$ cat src/rtl/ram_fifo_ctrl_pkg.sv
// ram_fifo_ctrl_pkg: shared definitions for the RAM-backed FIFO controller.
//   - Default word and address widths for the 32x16 single-port RAM.
//   - Read-sequencer state encoding (ST_IDLE=1'b0, ST_RD_WAIT=1'b1).
package ram_fifo_ctrl_pkg;

    localparam int unsigned DEF_DATA_W = 16;
    localparam int unsigned DEF_ADDR_W = 5;

    // Read sequencer: IDLE may issue a read, RD_WAIT waits for the RAM's registered data.
    typedef enum logic {
        ST_IDLE    = 1'b0,
        ST_RD_WAIT = 1'b1
    } state_t;

endpackage

$ cat src/rtl/ram_fifo_ctrl.sv
// ram_fifo_ctrl: turns a single-port RAM (registered read data) into a
// synchronous FIFO with valid/ready push and pop interfaces plus a one-entry
// output register holding the head word.
//
// Ports:
//   clk, rst                 rising-edge clock, synchronous active-high reset
//   push_valid/data/ready    producer side; push_ready is low while a read owns the RAM
//   pop_valid/data/ready     consumer side; pop_data is registered
//   count, full, empty       occupancy (RAM + in-flight read + output register)
//   ram_address/data_in/
//   ram_wrenable/rdenable    RAM control, at most one strobe per cycle
//   ram_data_out             RAM read data, valid the cycle after rdenable
//
// Optional build macro RAM_FIFO_STATS_EN adds:
//   overflow                 sticky flag, set by push_valid while full
//   max_count                peak value of count since reset
module ram_fifo_ctrl
    import ram_fifo_ctrl_pkg::*;
#(
    parameter int unsigned DATA_W = DEF_DATA_W,
    parameter int unsigned ADDR_W = DEF_ADDR_W
) (
    input  logic              clk,
    input  logic              rst,
    input  logic              push_valid,
    input  logic [DATA_W-1:0] push_data,
    output logic              push_ready,
    output logic              pop_valid,
    output logic [DATA_W-1:0] pop_data,
    input  logic              pop_ready,
    output logic [ADDR_W:0]   count,
    output logic              full,
    output logic              empty,
    output logic [ADDR_W-1:0] ram_address,
    output logic [DATA_W-1:0] ram_data_in,
    output logic              ram_wrenable,
    output logic              ram_rdenable,
    input  logic [DATA_W-1:0] ram_data_out
`ifdef RAM_FIFO_STATS_EN
    ,
    output logic              overflow,
    output logic [ADDR_W:0]   max_count
`endif
);

    localparam int unsigned DEPTH = 1 << ADDR_W;
    localparam int unsigned CNT_W = ADDR_W + 1;

    logic [ADDR_W-1:0] wr_ptr;
    logic [ADDR_W-1:0] rd_ptr;
    logic [CNT_W-1:0]  ram_cnt;
    logic              out_valid;
    logic [DATA_W-1:0] out_data;
    state_t            state;

    logic pop_fire;
    logic rd_issue;
    logic wr_fire;

    // Handshakes. A read is issued whenever the output register is free (or
    // being emptied this cycle) and the RAM holds data; it takes priority
    // over a write for the single RAM port.
    assign pop_fire   = out_valid & pop_ready;
    assign rd_issue   = !rst && (state == ST_IDLE) && (ram_cnt != '0) &&
                        (!out_valid || pop_fire);
    assign full       = (ram_cnt == CNT_W'(DEPTH));
    assign push_ready = !rst && !full && !rd_issue;
    assign wr_fire    = push_valid & push_ready;

    // Occupancy counts the word in flight from the RAM as well as the output register.
    assign count = ram_cnt + CNT_W'(state == ST_RD_WAIT) + CNT_W'(out_valid);
    assign empty = (count == '0);

    assign pop_valid = out_valid;
    assign pop_data  = out_data;

    // RAM port: read address wins when a read is issued; parked at 0 in reset.
    assign ram_wrenable = wr_fire;
    assign ram_rdenable = rd_issue;
    assign ram_data_in  = push_data;
    assign ram_address  = rst      ? '0     :
                          rd_issue ? rd_ptr : wr_ptr;

    // Pointers, RAM occupancy, read sequencer and output register.
    always_ff @(posedge clk) begin
        if (rst) begin
            wr_ptr    <= '0;
            rd_ptr    <= '0;
            ram_cnt   <= '0;
            out_valid <= 1'b0;
            out_data  <= '0;
            state     <= ST_IDLE;
        end else begin
            if (wr_fire) begin
                wr_ptr <= wr_ptr + ADDR_W'(1);
            end
            if (rd_issue) begin
                rd_ptr <= rd_ptr + ADDR_W'(1);
            end
            ram_cnt <= ram_cnt + CNT_W'(wr_fire) - CNT_W'(rd_issue);

            case (state)
                ST_IDLE: begin
                    if (rd_issue) begin
                        state <= ST_RD_WAIT;
                    end
                end
                ST_RD_WAIT: begin
                    state <= ST_IDLE;
                end
                default: begin
                    state <= ST_IDLE;
                end
            endcase

            // A refill landing on the same edge as a pop keeps the register valid.
            if (state == ST_RD_WAIT) begin
                out_valid <= 1'b1;
                out_data  <= ram_data_out;
            end else if (pop_fire) begin
                out_valid <= 1'b0;
            end
        end
    end

`ifdef RAM_FIFO_STATS_EN
    // Sticky overflow attempt flag and peak occupancy tracker.
    always_ff @(posedge clk) begin
        if (rst) begin
            overflow  <= 1'b0;
            max_count <= '0;
        end else begin
            if (push_valid && full) begin
                overflow <= 1'b1;
            end
            if (count > max_count) begin
                max_count <= count;
            end
        end
    end
`endif

endmodule

$ cat config.mk
export PLATFORM = sky130hd
export DESIGN_NAME = ram_fifo_ctrl
export DESIGN_NICKNAME = d
export VERILOG_FILES = /design/src/rtl/ram_fifo_ctrl_pkg.sv /design/src/rtl/ram_fifo_ctrl.sv
export SDC_FILE = /design/constraint.sdc
export NUM_CORES = 1
export LEC_CHECK = 0
export ABC_AREA = 1
export CORE_ASPECT_RATIO = 1.25
export CORE_MARGIN = 5
export CORE_UTILIZATION = 46
export DETAILED_ROUTE_END_ITERATION = 7
export HOLD_SLACK_MARGIN = 0.15
export PLACE_DENSITY = 0.86
export SLEW_MARGIN = 0
export SYNTH_ARGS = -nofsm -noshare
export SYNTH_HDL_FRONTEND = slang
export SYNTH_SLANG_ARGS = --single-unit
$ cat constraint.sdc
create_clock -name clk -period 4.9 [get_ports clk]
set_clock_uncertainty 0.1 [all_clocks]
set_input_delay 0.98 -clock clk [delete_from_list [all_inputs] [get_ports clk]]
set_output_delay 0.98 -clock clk [all_outputs]
set_load 0.03 [all_outputs]
==> results of run 1 <==
==> layout by cell type, fill, tap and decap left out <==
cell	count
ha_1	15
nand2_4	2
nand3_1	14
clkbuf_1	1
nand3_2	1
o21ai_1	2
clkbuf_8	6
o21ai_0	20
nand4_1	5
nor2_1	40
a21oi_2	6
dfxtp_1	34
clkinv_2	1
o21ai_2	1
inv_1	36
nor2_4	1
nor2_2	1
inv_2	3
nand2_2	5
nor3_1	4
buf_4	1
xor2_1	7
inv_4	1
o31ai_1	1
fa_1	2
a21oi_1	9
clkdlybuf4s50_1	52
nand2_1	26
==> path summary, 6_finish.rpt <==
check / startpoint / to / slack [ns]
worst max-delay path: rst / ram_address[0] / 0.67
worst min-delay path: rd_ptr[4] / rd_ptr[4] / 0.40
worst max register to register: state / ram_cnt[4] / 1.84
worst min register to register: rd_ptr[4] / rd_ptr[4] / 0.40
==> power by group <==
| part | switching, mW | internal (mW) | total [mW] |
|---|---|---|---|
| combinational | 0.536 | 0.340 | 0.877 |
| sequential | 0.0739 | 0.362 | 0.435 |
| clock | 0.0942 | 0.113 | 0.207 |
| total | 0.704 | 0.815 | 1.52 |
==> registers in the layout, indices dropped and copies added (netlist names) <==
| register | cells |
|---|---|
| wr_ptr | 5 |
| rd_ptr | 5 |
| state | 1 |
| pop_valid | 1 |
| ram_cnt | 6 |
| pop_data | 16 |
==> area by class of cell <==
cell class / count / area [um2]
Clock buffer: 7 / 86.3
Clock inverter: 1 / 5.00
Fill cell: 387 / 1650
Inverter: 40 / 153
Multi-Input combinational cell: 162 / 963
Sequential cell: 34 / 681
Tap cell: 56 / 70.1
Timing Repair Buffer: 53 / 528
==> stage by stage <==
stage          power (mW)  area [um2]  instances  hold WS (ns)  setup WS (ns)
2_1_floorplan        1.06        1980        260         0.351           1.37
3_3_place_gp         1.30        2390        345         0.363          0.691
3_5_place_dp         1.33        2390        345         0.380          0.654
4_1_cts              1.54        2490        353         0.390          0.657
5_1_grt              1.65        2490        353         0.433          0.519
6_report             1.52        2490        353         0.400          0.665
==> logic make-up after synthesis <==
kind of cell	share of synthesized area, %
xor+xnor	3.10
flops	34.5
fa+ha+maj	11.5
simple gates	22.8
buf+inv	16.8
compound gates	11.3
==> routing by layer <==
layer | up-vias | wire (um)
met4 | 0 | 63
met2 | 60 | 2050
li1 | 876 | -
met5 | - | 0
met3 | 6 | 303
met1 | 756 | 1680
==> worst max-delay path: cells and delay by family <==
kind	cells	cell delay, ns
simple gates	4	0.48
compound gates	1	0.10
buf+inv	3	1.58
==> metrics.md, run 1 <==
| Metric | Value |
|---|---|
| Worst path slowest cell | clkdlybuf4s50_1 |
| M3 GR Usage | 5.00% |
| Yosys warning total | 0 |
| Register area share after synthesis | between 30% and 40% |
| Syn nets | ~310 |
| DIE WIDTH | around 69 um |
| Root Buffer | clkbuf_8 |
| Syn Area/Cell | roughly 7.6 um2 |
| Setup TNS | 0 ns |
| RSZ-0062 raised after global routing | false |
| Post-synthesis cell count | 260 |
| Critical Path RT | around 3.8 ns |
| CTS Buf Count | 5 |
| GR peak layer | met2 |
| CTS tree | built |
| Longest Clk Path Bufs | 2 |
| Routed vias/inst | 4.81 |
| Status | finished, final reports clean |
| Setup Buffers After CTS | 0 |
| Post_cts resized | 0 |
| Initial Util | 47.8% |
| # diodes | 0 |
| WHS Path Cells | 2 |
| CP startpoint kind | primary input |
| Die height | ~83 um |
| Setup violations, final | 0 |
| Initial DRC Count | between 70 and 80 |
| Grt total ovfl | 0 |
| Hold Path Class | reg -> reg |
| Static Leak | between 1 and 1.5 nW |
| Least-Margin Pin Slew | about 0.55 ns |
| CP most frequent cell | clkdlybuf4s50_1 |
| Top_reg_cell synth | dfxtp_1 |
| Area grow syn2layout | 25.8% |
| Final Cycle Share | 86.4% |
| Distinct cell type count after synthesis | 28 |
| Max-slew violations | 0 |
| Max_cap viols | 0 |
| Post-DP HPWL | 3170 um |
| Number of synthesized flops with an enable pin | 0 |
| Pin count of the biggest net entering global routing | 27 |
| Util after Layout | about 60% |
| Relative slew slack | between 60% and 70% |
| Clock Sink Count | 34 |
| Initial antenna violation count | 0 |
| Crit path max fanout | 26 |
| Synthesized cell area | a little under 2000 um2 |
| Largest cells by area after synthesis | dfxtp_1, ha_1, nor2_1 |
| Gp weighted congestion | 0.807 |
| Die area | 5710 um2 |
| Crit path kind | in -> out |
| GRT Total Usage | between 10% and 20% |
| Synth area leader | dfxtp_1 |
| Met1 GRT Util | about 18% |
| Minimum clock period | 4.23 ns |
| Layout cell share with drive strength beyond 1 | 9.76% |
| DRT Pass-1 Iters | 4 |
| Crit-path max cell delay | 0.77 ns |
| Core Rows | 26 |
| FFs w/ async S/R, synth | 0% |
| Worst setup EP type | primary output |
| CP Cell Sequence | clkdlybuf4s50_1 -> nor2_4 -> nand2_4 -> inv_2 -> nand2_2 -> nand2_1 -> a21oi_2 -> clkdlybuf4s50_1 |
| Met2 usage | between 20% and 30% |
| Critical path arrival | between 3 and 4 ns |
| WL per Instance | 11.6 um |
| # nets final | between 300 and 400 |
| Count leader, synth | nor2_1 |
| H-tree levels | 2 |
| FF-to-FF path depth | 13 |
| I/O Pins | 85 |
| First-pass GRT wire length | between 7000 and 8000 um |
| Core area | roughly 4100 um2 |
| Clk_lat worst skew | between 0.2 and 0.3 ns |
| DRC Markers | 0 |
| Fmax | approximately 0.24 GHz |
| Clock Pin Slew Worst Setup and Hold Paths | 0.07 ns |
| Total wire length | a little over 4000 um |
| Cts hold-fix bufs | 0 |
| Routed vias | about 1.7k |
| Vias in the first global route | between 1.5k and 2k |
| Largest vdd supply drop | between 0.3 and 0.4 mV |
| # port buffers | 52 |
| Final-report hold violation count | 0 |
| #FFs+latches synth | 34 |
| PD cells | around 610 nW/um2 |
| Final ANT Viol Nets | 0 |
| Commonest cells in the netlist | nor2_1, inv_1, dfxtp_1 |
| Top-area cell type share of the netlist area | between 30% and 40% |
Power figures use the tool's default switching activity.
==> run 2, diff against run 1 <==
- PLACE_DENSITY: 0.86 -> not set
- PLACE_DENSITY_LB_ADDON: not set -> 0.25
==> metrics.md, run 2 (same netlist as run 1, synthesis figures left out) <==
| Metric | Value |
|---|---|
| Core area | 4130 um2 (unchanged) |
| Grt total ovfl | 0 (unchanged) |
| Largest vdd supply drop | 0.343 mV (was 0.352 mV) |
| Final-report hold violation count | 0 (unchanged) |
| DRT Pass-1 Iters | 4 (unchanged) |
| Hold Path Class | reg -> reg (unchanged) |
| I/O Pins | 85 (unchanged) |
| # diodes | 0 (unchanged) |
| Root Buffer | clkbuf_8 (unchanged) |
| Routed vias | 1,664 (was 1,698) |
| Static Leak | 1.11 nW (unchanged) |
| # port buffers | 52 (unchanged) |
| Clock Pin Slew Worst Setup and Hold Paths | 0.07 ns (about the same) |
| Core Rows | 26 (unchanged) |
| Die height | 83.3 um (unchanged) |
| Max-slew violations | 0 (unchanged) |
| Cts hold-fix bufs | 0 (unchanged) |
| Crit path max fanout | 26 (unchanged) |
| PD cells | 611 nW/um2 (about the same) |
| M3 GR Usage | 6.22% (was 5.00%) |
| Relative slew slack | 61.7% (was 63.5%) |
| Worst setup EP type | primary output (unchanged) |
| DRC Markers | 0 (unchanged) |
| Setup TNS | 0 ns (unchanged) |
| Util after Layout | 60.2% (unchanged) |
| Most frequent cells in the layout | clkdlybuf4s50_1, nor2_1, inv_1 (unchanged) |
| Die area | 5710 um2 (unchanged) |
| # nets final | 349 (unchanged) |
| DIE WIDTH | 68.6 um (unchanged) |
| Critical Path RT | 3.82 ns (about the same) |
| CTS Buf Count | 5 (unchanged) |
| Area grow syn2layout | 25.8% (unchanged) |
| Met2 usage | 26.0% (was 27.3%) |
| First-pass GRT wire length | 6820 um (was 7110 um) |
| Status | finished, final reports clean (unchanged) |
| Final ANT Viol Nets | 0 (unchanged) |
| GRT Total Usage | 15.4% (was 15.9%) |
| WL per Instance | 11.4 um (was 11.6 um) |
| Clk_lat worst skew | 0.29 ns (was 0.27 ns) |
| Clock Sink Count | 34 (unchanged) |
| Post-DP HPWL | 3030 um (was 3170 um) |
| Longest Clk Path Bufs | 2 (unchanged) |
| Crit path kind | in -> out (unchanged) |
| Post_cts resized | 0 (unchanged) |
| Pin count of the biggest net entering global routing | 27 (unchanged) |
| H-tree levels | 2 (unchanged) |
| Routed vias/inst | 4.71 (was 4.81) |
| Max FFs per register | 16 (unchanged) |
| Layout cell share with drive strength beyond 1 | 9.76% (unchanged) |
| Minimum clock period | 4.23 ns (about the same) |
| Setup violations, final | 0 (unchanged) |
| Critical path arrival | 3.15 ns (about the same) |
| Max_cap viols | 0 (unchanged) |
| CTS tree | built (unchanged) |
| Final Cycle Share | 86.3% (was 86.4%) |
| Total wire length | 4020 um (was 4100 um) |
| CP startpoint kind | primary input (unchanged) |
| Layout fillers | 399 (was 387) |
| Least-Margin Pin Slew | 0.573 ns (was 0.546 ns) |
| Vias in the first global route | 1,614 (was 1,682) |
| Gp weighted congestion | 0.748 (was 0.807) |
| Initial Util | 47.8% (unchanged) |
| Commonest non-fill, non-tap cell in the layout | clkdlybuf4s50_1 (unchanged) |
| Initial DRC Count | 49 (was 79) |
| Met1 GRT Util | 16.3% (was 17.5%) |
| Setup Buffers After CTS | 0 (unchanged) |
| RSZ-0062 raised after global routing | false (unchanged) |
| Initial antenna violation count | 0 (unchanged) |
| GR peak layer | met2 (unchanged) |
| Fmax | 0.237 GHz (was 0.236 GHz) |
-- run 2: cell counts in the layout (fill, tap and decap cells not counted) --
No cell type changed its count.
-- run 2: power breakdown --
part           internal [mW]  switching [mW]
registers              0.362          0.0740
logic                  0.341           0.533
clock network          0.113          0.0961
total                  0.816           0.703
-- run 2: area by class of cell --
type                            count  area (um2)  area share [%]
Sequential cell                    34         681            27.4
Multi-Input combinational cell    162         963            38.8
Inverter                           40         153            6.14
Clock buffer                        7        86.3            3.47
Tap cell                           56        70.1            2.82
Timing Repair Buffer               53         528            21.2
Clock inverter                      1        5.00           0.201
-- run 2: routing by layer --
metal  vias up  part of all wire (%)
met5         -                     0
met1       742                    41
met4         0                   1.8
li1        877                     -
met2        38                    50
met3         7                   7.2
-- run 2: path summary, 6_finish.rpt --
kind                   from             end  slack, ns  depth (start not counted)
setup / recovery        rst  ram_address[0]       0.67                          8
setup reg to reg      state      ram_cnt[4]       1.79                         13
hold reg to reg   rd_ptr[4]       rd_ptr[4]       0.38                          2
hold / removal    rd_ptr[4]       rd_ptr[4]       0.38                          2
-- run 2: metrics by stage --
step           power, mW  hold slack [ns]  cell area, um2  instances  setup slack (ns)
6_report            1.52            0.378            2490        353             0.672
5_1_grt             1.65            0.417            2490        353             0.511
4_1_cts             1.54            0.379            2490        353             0.645
3_3_place_gp        1.31            0.364            2390        345             0.688
3_5_place_dp        1.32            0.370            2390        345             0.648
2_1_floorplan       1.06            0.351            1980        260              1.37
-- run 2: worst max-delay path: stages --
cell and delay, ns:
clkdlybuf4s50_1 0.77, nor2_4 0.08, nand2_4 0.26, inv_2 0.13, nand2_2 0.09, nand2_1 0.06
a21oi_2 0.10, clkdlybuf4s50_1 0.67
==> run 3, diff against run 2 <==
- CTS_CLUSTER_SIZE: not set -> 8
==> results of run 3 <==
Final layout, timing and power as in run 2 (identical DEF).
